<file path="src/rtl/instr_loader_pkg.sv">
`default_nettype none
// +--------------------------------------------------------------+
// | instr_loader_pkg: shared types and constants for the loader  |
// | Rev 1.0                                                      |
// +--------------------------------------------------------------+
package instr_loader_pkg;

  typedef enum logic [2:0] {
    S_IDLE = 3'd0,
    S_LEN  = 3'd1,
    S_DATA = 3'd2,
    S_CSUM = 3'd3,
    S_DONE = 3'd4,
    S_ERR  = 3'd5
  } loader_state_t;

  localparam int         LEN_BYTES  = 4;
  localparam int         WORD_BYTES = 4;
  localparam logic [7:0] CSUM_INIT  = 8'h00;

endpackage
`default_nettype wire

</file>
<file path="src/rtl/instr_loader_word_packer.sv">
`default_nettype none
// +--------------------------------------------------------------+
// | word_packer: little-endian byte-to-word packer               |
// | Rev 1.0                                                      |
// +--------------------------------------------------------------+
module word_packer
  import instr_loader_pkg::*;
#(
  parameter int DATA_WIDTH = 8,
  parameter int WORD_W     = WORD_BYTES * DATA_WIDTH
) (
  input  logic                  clk,
  input  logic                  rst_n,
  input  logic                  clear,
  input  logic                  byte_valid,
  input  logic [DATA_WIDTH-1:0] byte_in,
  output logic                  word_valid,
  output logic [WORD_W-1:0]     word
);

  localparam logic [1:0] LAST_IDX = 2'(WORD_BYTES - 1);

  logic [1:0]        idx;
  logic [WORD_W-1:0] pack;

  always_ff @(posedge clk or negedge rst_n) begin
    if (!rst_n) begin
      idx  <= 2'd0;
      pack <= '0;
    end else if (clear) begin
      idx  <= 2'd0;
      pack <= '0;
    end else if (byte_valid) begin
      idx <= idx + 2'd1;
      for (int i = 0; i < WORD_BYTES; i++) begin
        if (idx == 2'(i)) pack[i*DATA_WIDTH +: DATA_WIDTH] <= byte_in;
      end
    end
  end

  // The completed word includes the byte arriving this cycle so the
  // top level can register it on the same edge that accepts it.
  always_comb begin
    word = pack;
    for (int i = 0; i < WORD_BYTES; i++) begin
      if (idx == 2'(i)) word[i*DATA_WIDTH +: DATA_WIDTH] = byte_in;
    end
  end

  assign word_valid = byte_valid && (idx == LAST_IDX);

endmodule
`default_nettype wire

</file>
<file path="src/rtl/instr_loader.sv">
`default_nettype none
// +--------------------------------------------------------------+
// | instr_loader: length/checksum-framed byte stream to IMEM     |
// | Rev 1.0                                                      |
// +--------------------------------------------------------------+
module instr_loader
  import instr_loader_pkg::*;
#(
  parameter int ADDRESS_WIDTH = 20,
  parameter int DATA_WIDTH    = 8
) (
  input  logic                      clk,
  input  logic                      rst_n,
  input  logic                      start,
  input  logic                      in_valid,
  input  logic [DATA_WIDTH-1:0]     in_data,
  output logic                      in_ready,
  output logic                      wr_en,
  output logic [ADDRESS_WIDTH-1:0]  wr_addr,
  output logic [4*DATA_WIDTH-1:0]   wr_data,
  output logic                      busy,
  output logic                      done,
  output logic                      err
);

  localparam int         LW        = LEN_BYTES * DATA_WIDTH;
  localparam int         WW        = WORD_BYTES * DATA_WIDTH;
  localparam int         CW        = ADDRESS_WIDTH - 1;
  localparam logic [1:0] LEN_LAST  = 2'(LEN_BYTES - 1);
  localparam logic [LW:0] MAX_WORDS = (LW+1)'(1) << (ADDRESS_WIDTH - 2);

  loader_state_t         state;
  logic [LW-1:0]         len;
  logic [LW-1:0]         len_next;
  logic [1:0]            len_idx;
  logic [CW-1:0]         word_cnt;
  logic [DATA_WIDTH-1:0] csum;
  logic                  start_ok;
  logic                  word_valid;
  logic [WW-1:0]         word;

  assign busy     = (state == S_LEN) || (state == S_DATA) || (state == S_CSUM);
  assign in_ready = busy;
  assign start_ok = start && ((state == S_IDLE) || (state == S_DONE) || (state == S_ERR));
  assign len_next = {in_data, len[LW-1:DATA_WIDTH]};

  word_packer #(
    .DATA_WIDTH (DATA_WIDTH),
    .WORD_W     (WW)
  ) u_packer (
    .clk        (clk),
    .rst_n      (rst_n),
    .clear      (start_ok),
    .byte_valid (in_valid && (state == S_DATA)),
    .byte_in    (in_data),
    .word_valid (word_valid),
    .word       (word)
  );

  always_ff @(posedge clk or negedge rst_n) begin
    if (!rst_n) begin
      state    <= S_IDLE;
      len      <= '0;
      len_idx  <= 2'd0;
      word_cnt <= '0;
      csum     <= DATA_WIDTH'(CSUM_INIT);
      wr_en    <= 1'b0;
      wr_addr  <= '0;
      wr_data  <= '0;
      done     <= 1'b0;
      err      <= 1'b0;
    end else begin
      wr_en <= 1'b0;
      if (word_valid) begin
        wr_en   <= 1'b1;
        wr_addr <= {word_cnt[CW-2:0], 2'b00};
        wr_data <= word;
      end

      case (state)
        S_IDLE, S_DONE, S_ERR: begin
          if (start) begin
            state    <= S_LEN;
            done     <= 1'b0;
            err      <= 1'b0;
            len      <= '0;
            len_idx  <= 2'd0;
            word_cnt <= '0;
            csum     <= DATA_WIDTH'(CSUM_INIT);
          end
        end
        S_LEN: begin
          if (in_valid) begin
            len     <= len_next;
            len_idx <= len_idx + 2'd1;
            csum    <= csum ^ in_data;
            if (len_idx == LEN_LAST) begin
              if ({1'b0, len_next} > MAX_WORDS) begin
                state <= S_ERR;
                err   <= 1'b1;
              end else if (len_next == '0) begin
                state <= S_CSUM;
              end else begin
                state <= S_DATA;
              end
            end
          end
        end
        S_DATA: begin
          if (in_valid) csum <= csum ^ in_data;
          // N is bounded by MAX_WORDS here, so its low CW bits are exact.
          if (word_valid) begin
            word_cnt <= word_cnt + CW'(1);
            if ((word_cnt + CW'(1)) == len[CW-1:0]) state <= S_CSUM;
          end
        end
        S_CSUM: begin
          if (in_valid) begin
            if (in_data == csum) begin
              state <= S_DONE;
              done  <= 1'b1;
            end else begin
              state <= S_ERR;
              err   <= 1'b1;
            end
          end
        end
        default: state <= S_IDLE;
      endcase
    end
  end

endmodule
`default_nettype wire

</file>
<file path="config.mk">
export PLATFORM = sky130hd
export DESIGN_NAME = instr_loader
export DESIGN_NICKNAME = d
export VERILOG_FILES = /design/src/rtl/instr_loader_pkg.sv /design/src/rtl/instr_loader_word_packer.sv /design/src/rtl/instr_loader.sv
export SDC_FILE = /design/constraint.sdc
export NUM_CORES = 1
export LEC_CHECK = 0
export BUFFER_PORTS_ARGS = -buffer_cell sky130_fd_sc_hd__buf_2
export CORE_MARGIN = 1
export CORE_UTILIZATION = 60
export CTS_BUF_LIST = sky130_fd_sc_hd__clkbuf_16
export CTS_CLUSTER_DIAMETER = 100
export DETAILED_ROUTE_END_ITERATION = 6
export MAX_ROUTING_LAYER = met4
export PLACE_DENSITY = 0.81
export SLEW_MARGIN = 20
export SYNTH_ARGS = -nofsm -noshare
export SYNTH_HDL_FRONTEND = slang
export SYNTH_SLANG_ARGS = --single-unit
</file>
<file path="constraint.sdc">
create_clock -name clk -period 5.41 [get_ports clk]
set_input_delay 0.2705 -clock clk [delete_from_list [all_inputs] [get_ports clk]]
set_output_delay 0.2705 -clock clk [all_outputs]
set_load 0.05 [all_outputs]
</file>
# After elaboration in Yosys (flattened, before gate mapping)
# Cells that the tools add are included.
[totals]
reg_bits = 151
latchBits = 0
mem_bits_rw = 0
rom_bits = 0
inputBits = 12
output_inout_bits = 57
word_cells = 103
memories = 0
[classes]
addsub = 3
n_mul = 0
div_mod_pow = 0
order_cmp = 1
eq_ne = 21
shift = 0
n_mux = 41
bitwise = 1
reduce_logical = 24
[ops]
columns = ["operator", "n"]
rows = [
  ["$mux W32", 4],
  ["$pmux W32 S2", 1],
  ["$mux W8", 6],
  ["$mux W19", 2],
  ["$pmux W19 S2", 1],
  ["$gt A32 B19 Y1 const B", 1],
  ["$logic_not A32 Y1", 1],
  ["$mux W3", 7],
  ["$add A19 B1 Y19 const B", 1],
  ["$eq A19 B19 Y1", 1],
  ["$pmux W8 S2", 1],
  ["$ne A2 B1 Y1 const B", 6],
  ["$pmux W3 S4", 1],
  ["$mux W1", 11],
  ["$reduce_bool A2 Y1", 5],
  ["$reduce_and A3 Y1", 3],
  ["$eq A8 B8 Y1", 1],
  ["$mux W2", 4],
  ["$ne A2 B2 Y1 const B", 4],
  ["$xor A8 B8 Y8", 1],
  ["$reduce_and A7 Y1", 1],
  ["$eq A2 B2 Y1 const B", 3],
  ["$eq A3 B2 Y1 const B", 2],
  ["$eq A3 B3 Y1 const B", 2],
  ["other kinds (15)", 21],
]

# Depth between registers and ports, before layout
[logic_depth]
word_depth = 6
depth_mapped = 9
depth_no_buf = 8

# By module
# A second synthesis with hierarchy kept.
[unflattened]
cells_unflattened = 662
area_unflattened_um2 = 7524.7
[by_module_without_submodules]
columns = ["module", "n_inst", "cells_each", "area_each_um2", "seq_area_each_um2"]
rows = [
  ["instr_loader", 1, 496, 5537.8, 2927.8],
  ["word_packer", 1, 166, 1986.9, 850.8],
]

# Worst setup path after synthesis
# Ideal clock, no wire load.
[synth_path]
kind = "reg2reg"
startpoint = "register word_cnt[0]"
endpoint = "register state[0]"
arrival_ns = 2.267
slack_ns = 3.058
stages_incl_launch_ff = 9
path_buffers = 0
period_less_slack_ns = 2.352
path_cell_list = "dfrtp_1 > ha_1 > nand3_2 > nor3_1 > and3_1 > xnor2_1 > nand4_1 > or4_1 > a32oi_1"
[synth_between]
elab_chain_len = 4
[synth_lines]
columns = ["element", "line", "source"]
rows = [
  ["start: declaration", "instr_loader.sv:36", "logic [CW-1:0] word_cnt;"],
  ["start signal: assignment", "instr_loader.sv:113", "word_cnt <= word_cnt + CW'(1);"],
  ["$add A19 B1 Y19", "instr_loader.sv:114", "if ((word_cnt + CW'(1)) == len[CW-1:0]) state <= S_CSUM;"],
  ["$eq A19 B19 Y1", "instr_loader.sv:114", ""],
  ["$ne A2 B1 Y1 (no line)", "n/a", ""],
  ["$reduce_and A6 Y1 (no line)", "n/a", ""],
  ["end signal: assignment", "instr_loader.sv:114", ""],
  ["end signal: assignment", "instr_loader.sv:120", "state <= S_DONE;"],
  ["end signal: assignment", "instr_loader.sv:123", "state <= S_ERR;"],
  ["end: declaration", "instr_loader.sv:32", "loader_state_t state;"],
]
# No other way between the ends.
# A chain may end at the register's enable or synchronous reset.

# Worst setup path after layout
[layout_path]
startpoint = "register state[1]"
endpoint = "register state[0]"
[layout_between]
elab_chain_len = 5
word_cells_on_any_way = 17
classes_between = "eq/ne (11); mux (1); reduce/logical (5)"
[layout_lines]
columns = ["element", "line", "source"]
rows = [
  ["start signal: assignment", "instr_loader.sv:62", "state <= S_IDLE;"],
  ["start signal: assignment", "instr_loader.sv:83", "state <= S_LEN;"],
  ["start signal: assignment", "instr_loader.sv:99", "state <= S_ERR;"],
  ["$eq A3 B2 Y1", "instr_loader.sv:54, instr_loader.sv:80", ""],
  ["$logic_and A1 B1 Y1", "instr_loader.sv:54", ".byte_valid (in_valid && (state == S_DATA)),"],
  ["$logic_and A1 B1 Y1", "instr_loader_word_packer.sv:50", "assign word_valid = byte_valid && (idx == LAST_IDX);"],
  ["$ne A2 B1 Y1 (no line)", "n/a", ""],
  ["$reduce_and A6 Y1 (no line)", "n/a", ""],
]
# Parallel ways exist; a longest one is shown, timed or not.

==> impl_metrics.yaml <==
run_status:
  outcome: "finished, final reports clean"
worst_setup_path:
  cp-end-kind: "register"
  crit_type: "register to register"
  path_buf_inv: 1
  cp_max_fo: 40
  arrival_ns: 3.36
  critical_path.cell_chain: "and4bb_2 > nand2_2 > inv_2 > nand4_1 > nor3_1 > nand4_1 > or4_1 > a32oi_1"
  cpPeakStageDelay_ns: 0.76
  cp_data_required_time_ns: 5.74
  start_kind: "register"
  slowest_stage: "dfrtp_1"
  crit_family: "simple AND/OR/NAND/NOR gates"
  cp_common_cell: "nand4_1"
synth:
  yosys_warnings: 0
  synth_area_leader_cell: "dfrtp_1"
  ys_seq_elements: 143
  synth_cells: 685
  yosys.area.top_type_share_pct: 53.3
  synth_common_cells: "dfrtp_1 (143), nand2_1 (129), o21ai_1 (73)"
  synth_edf_count: 0
  syn_area_sq_um: 6720
  synth_cell_types: 49
  synth_area_per_cell_sq_um: 9.81
  synth.most_common_cell: "dfrtp_1"
  synth_area_leaders: "dfrtp_1 (53%), a22o_1 (7.4%), nand2_1 (7.2%), o21ai_1 (5.4%), mux2i_1 (4.0%)"
  ys_async_sr_fraction_pct: 100
  ys_seq_area_share_pct: 53.3
  dominantRegCellSynth: "dfrtp_1"
global_routing:
  grt-ovfl-total: 0
  grt_pass1_vias: 5063
  grt_start_max_net_pins: 100
  grt_pass1_wl_um: 25400
  grt_use_total_pct: 29.5
  grt_antenna_before_repair: 0
sta:
  setup_viol: 0
  fin_crit_sh_pct: 56.0
  rsz0062_at_grt: "false"
  final_hold_viol_count: 0
  tightestPinTransition_ns: 0.924
  fin_tns_setup_ns: 0
  slew_viol_final: 0
  timing.clock.skew_ns: 0.00770
  relSlewSlack_pct: 38.4
  max_freq_mhz: 330
  min_period_ns: 3.03
drt:
  dr_wl_met2_um: 7350
  drc: 0
  drtPass1Iterations: 5
  met3_wirelength_um: 780
  num_vias: 5329
  wl_um: 15200
  wl_per_cell_um: 17.4
  ant_nets: 0
  drt_iter0_markers: 406
  viasPerCell: 6.10
  top_layer: "met4"
  wl_met1_um: 6880
clock_network:
  path_clk_slew_ns: 0.06
  h-tree-depth: 4
  cts_setup_buffers: 0
  clock_latency_ns: 0.42
  cts_tree: "done"
  clockRootBuffer: "clkbuf_16"
  cts-buffers-inserted: 17
  clockBufferDepth: 2
  cts_sinks: 143
power:
  p_int_mw: 2.13
  powerDensity_nw_per_um2: 408
  power_frac_clock_pct: 34.0
  peakVddDrop_mv: 0.260
  p_seq_share_pct: 45.7
  power_leakage_nw: 3.73
  switchingPower_uw: 970
  switching_share_pct: 31.3
  p_comb_share_pct: 20.3
die:
  rows: 38
  die_h_um: 108
  die_area_sq_um: 11600
  pin_count: 69
  initial_core_util_pct: 61.7
  die_w_um: 108
  core-area_sq_um: 10900
job:
  drv_cap: 0
final_layout:
  antenna_cells: 0
  drive_above_1_share_pct: 15.3
  area_delta_synth_final_pct: 13.0
  fin_nets: 739
  fillers: 822
  instances_no_fill: 874
placement:
  finalWeightedCongestion: 0.909
  io_buffers: 66
  dpl.cell_count: 841
  post-dp-hpwl_um: 10000
hold_path:
  hold_class: "input port to register"
## per-stage QoR
step	utilization (%)	hold WS (ns)	instance area, sq um	power (mW)	setup WS, ns
5_1_grt	69.7	0.219	7590	3.24	2.19
3_5_place_dp	64.7	0.380	7050	2.05	2.47
2_1_floorplan	-	-0.0251	6720	1.86	3.06
4_1_cts	69.7	0.192	7590	3.11	2.43
3_3_place_gp	64.7	0.366	7040	2.02	2.53
6_report	69.7	0.208	7590	3.10	2.38
## timing repair
item	CTS	global route
hold buffers	1	0
resized for setup	0	0
setup endpoints to repair	0	0
endpoints found under the hold margin	83	0
## worst paths after layout
kind / from / to / slack (ns) / cells past startpoint
setup / recovery: state[1]$_DFFE_PN0P_ / state[0]$_DFFE_PN0P_ / 2.38 / 8
setup reg to reg: state[1]$_DFFE_PN0P_ / state[0]$_DFFE_PN0P_ / 2.38 / 8
max in group asynchronous: rst_n / u_packer.pack[16]$_DFFE_PN0P_ / 3.66 / 3
min in group asynchronous: rst_n / wr_data[30]$_DFFE_PN0P_ / 0.48 / 2
hold / removal: start / state[2]$_DFFE_PN0P_ / 0.21 / 4
hold reg to reg: wr_addr[14]$_DFFE_PN0P_ / wr_addr[14]$_DFFE_PN0P_ / 0.47 / 2
## power groups by stage
| stage | clock network [mW] | registers (mW) | logic, mW |
|---|---|---|---|
| 3_5_place_dp | 0 | 1.42 | 0.624 |
| 5_1_grt | 1.12 | 1.43 | 0.693 |
| 4_1_cts | 1.07 | 1.41 | 0.632 |
| 6_report | 1.05 | 1.41 | 0.629 |
| 2_1_floorplan | 0 | 1.37 | 0.495 |
| 3_3_place_gp | 0 | 1.42 | 0.600 |
## cell type report
type / count / area (sq um) / area share, %
Clock buffer: 17 / 425 / 5.61
Clock inverter: 15 / 108 / 1.42
Inverter: 8 / 30.0 / 0.396
Multi-Input combinational cell: 481 / 2900 / 38.3
Sequential cell: 143 / 3580 / 47.1
Tap cell: 140 / 175 / 2.31
Timing Repair Buffer: 70 / 369 / 4.86
## kinds of logic after synthesis
kind of cell | after synthesis | share of synthesized area, %
AND/OR/NAND/NOR | 242 | 16.4
AO/OA/AOI/OAI | 168 | 16.5
flip-flops | 143 | 53.3
buffers and inverters | 62 | 3.76
XOR/XNOR | 33 | 4.30
multiplexers | 30 | 4.53
adder cells (fa/ha/maj) | 6 | 1.12
other | 1 | 0.0558
## sequential cells by signal, indices dropped and copies added (netlist names)
| name | cells |
|---|---|
| err | 1 |
| wr_en | 1 |
| len_idx | 2 |
| done | 1 |
| state | 3 |
| word_cnt | 19 |
| u_packer.pack | 24 |
| wr_addr | 18 |
| u_packer.idx | 2 |
| wr_data | 32 |
| len | 32 |
| csum | 8 |
## layout by cell type (no fill, tap or decap), types with 3 or more instances in the layout
| cell | n |
|---|---|
| dfrtp_1 | 143 |
| nand2_1 | 128 |
| o21ai_1 | 73 |
| buf_2 | 65 |
| a22o_1 | 57 |
| nor2_1 | 40 |
| mux2i_1 | 27 |
| xnor2_1 | 24 |
| clkbuf_16 | 17 |
| nand3_1 | 16 |
| a21oi_1 | 15 |
| nand4_1 | 12 |
| inv_1 | 11 |
| xor2_1 | 9 |
| nor4_1 | 7 |
| nor3_1 | 6 |
| and3_1 | 6 |
| ha_1 | 6 |
| clkinv_2 | 6 |
| o21ai_0 | 4 |
| and2_1 | 4 |
| a31oi_1 | 4 |
| o31ai_1 | 4 |
| nor2_2 | 3 |
| nor2b_1 | 3 |
| mux2_2 | 3 |
| or3_1 | 3 |
| buf_4 | 3 |
## worst min-delay path, cell delays in order
cell	delay, ns
buf_2	0.13
nor2_1	0.06
nand2_1	0.06
o21ai_1	0.06
## metal layers
layer	up-vias	global-route usage (%)
met5	-	-
met4	0	10.9
met3	19	5.57
met2	180	44.5
met1	2637	39.8
li1	2493	-
Power figures use the tool's default switching activity.
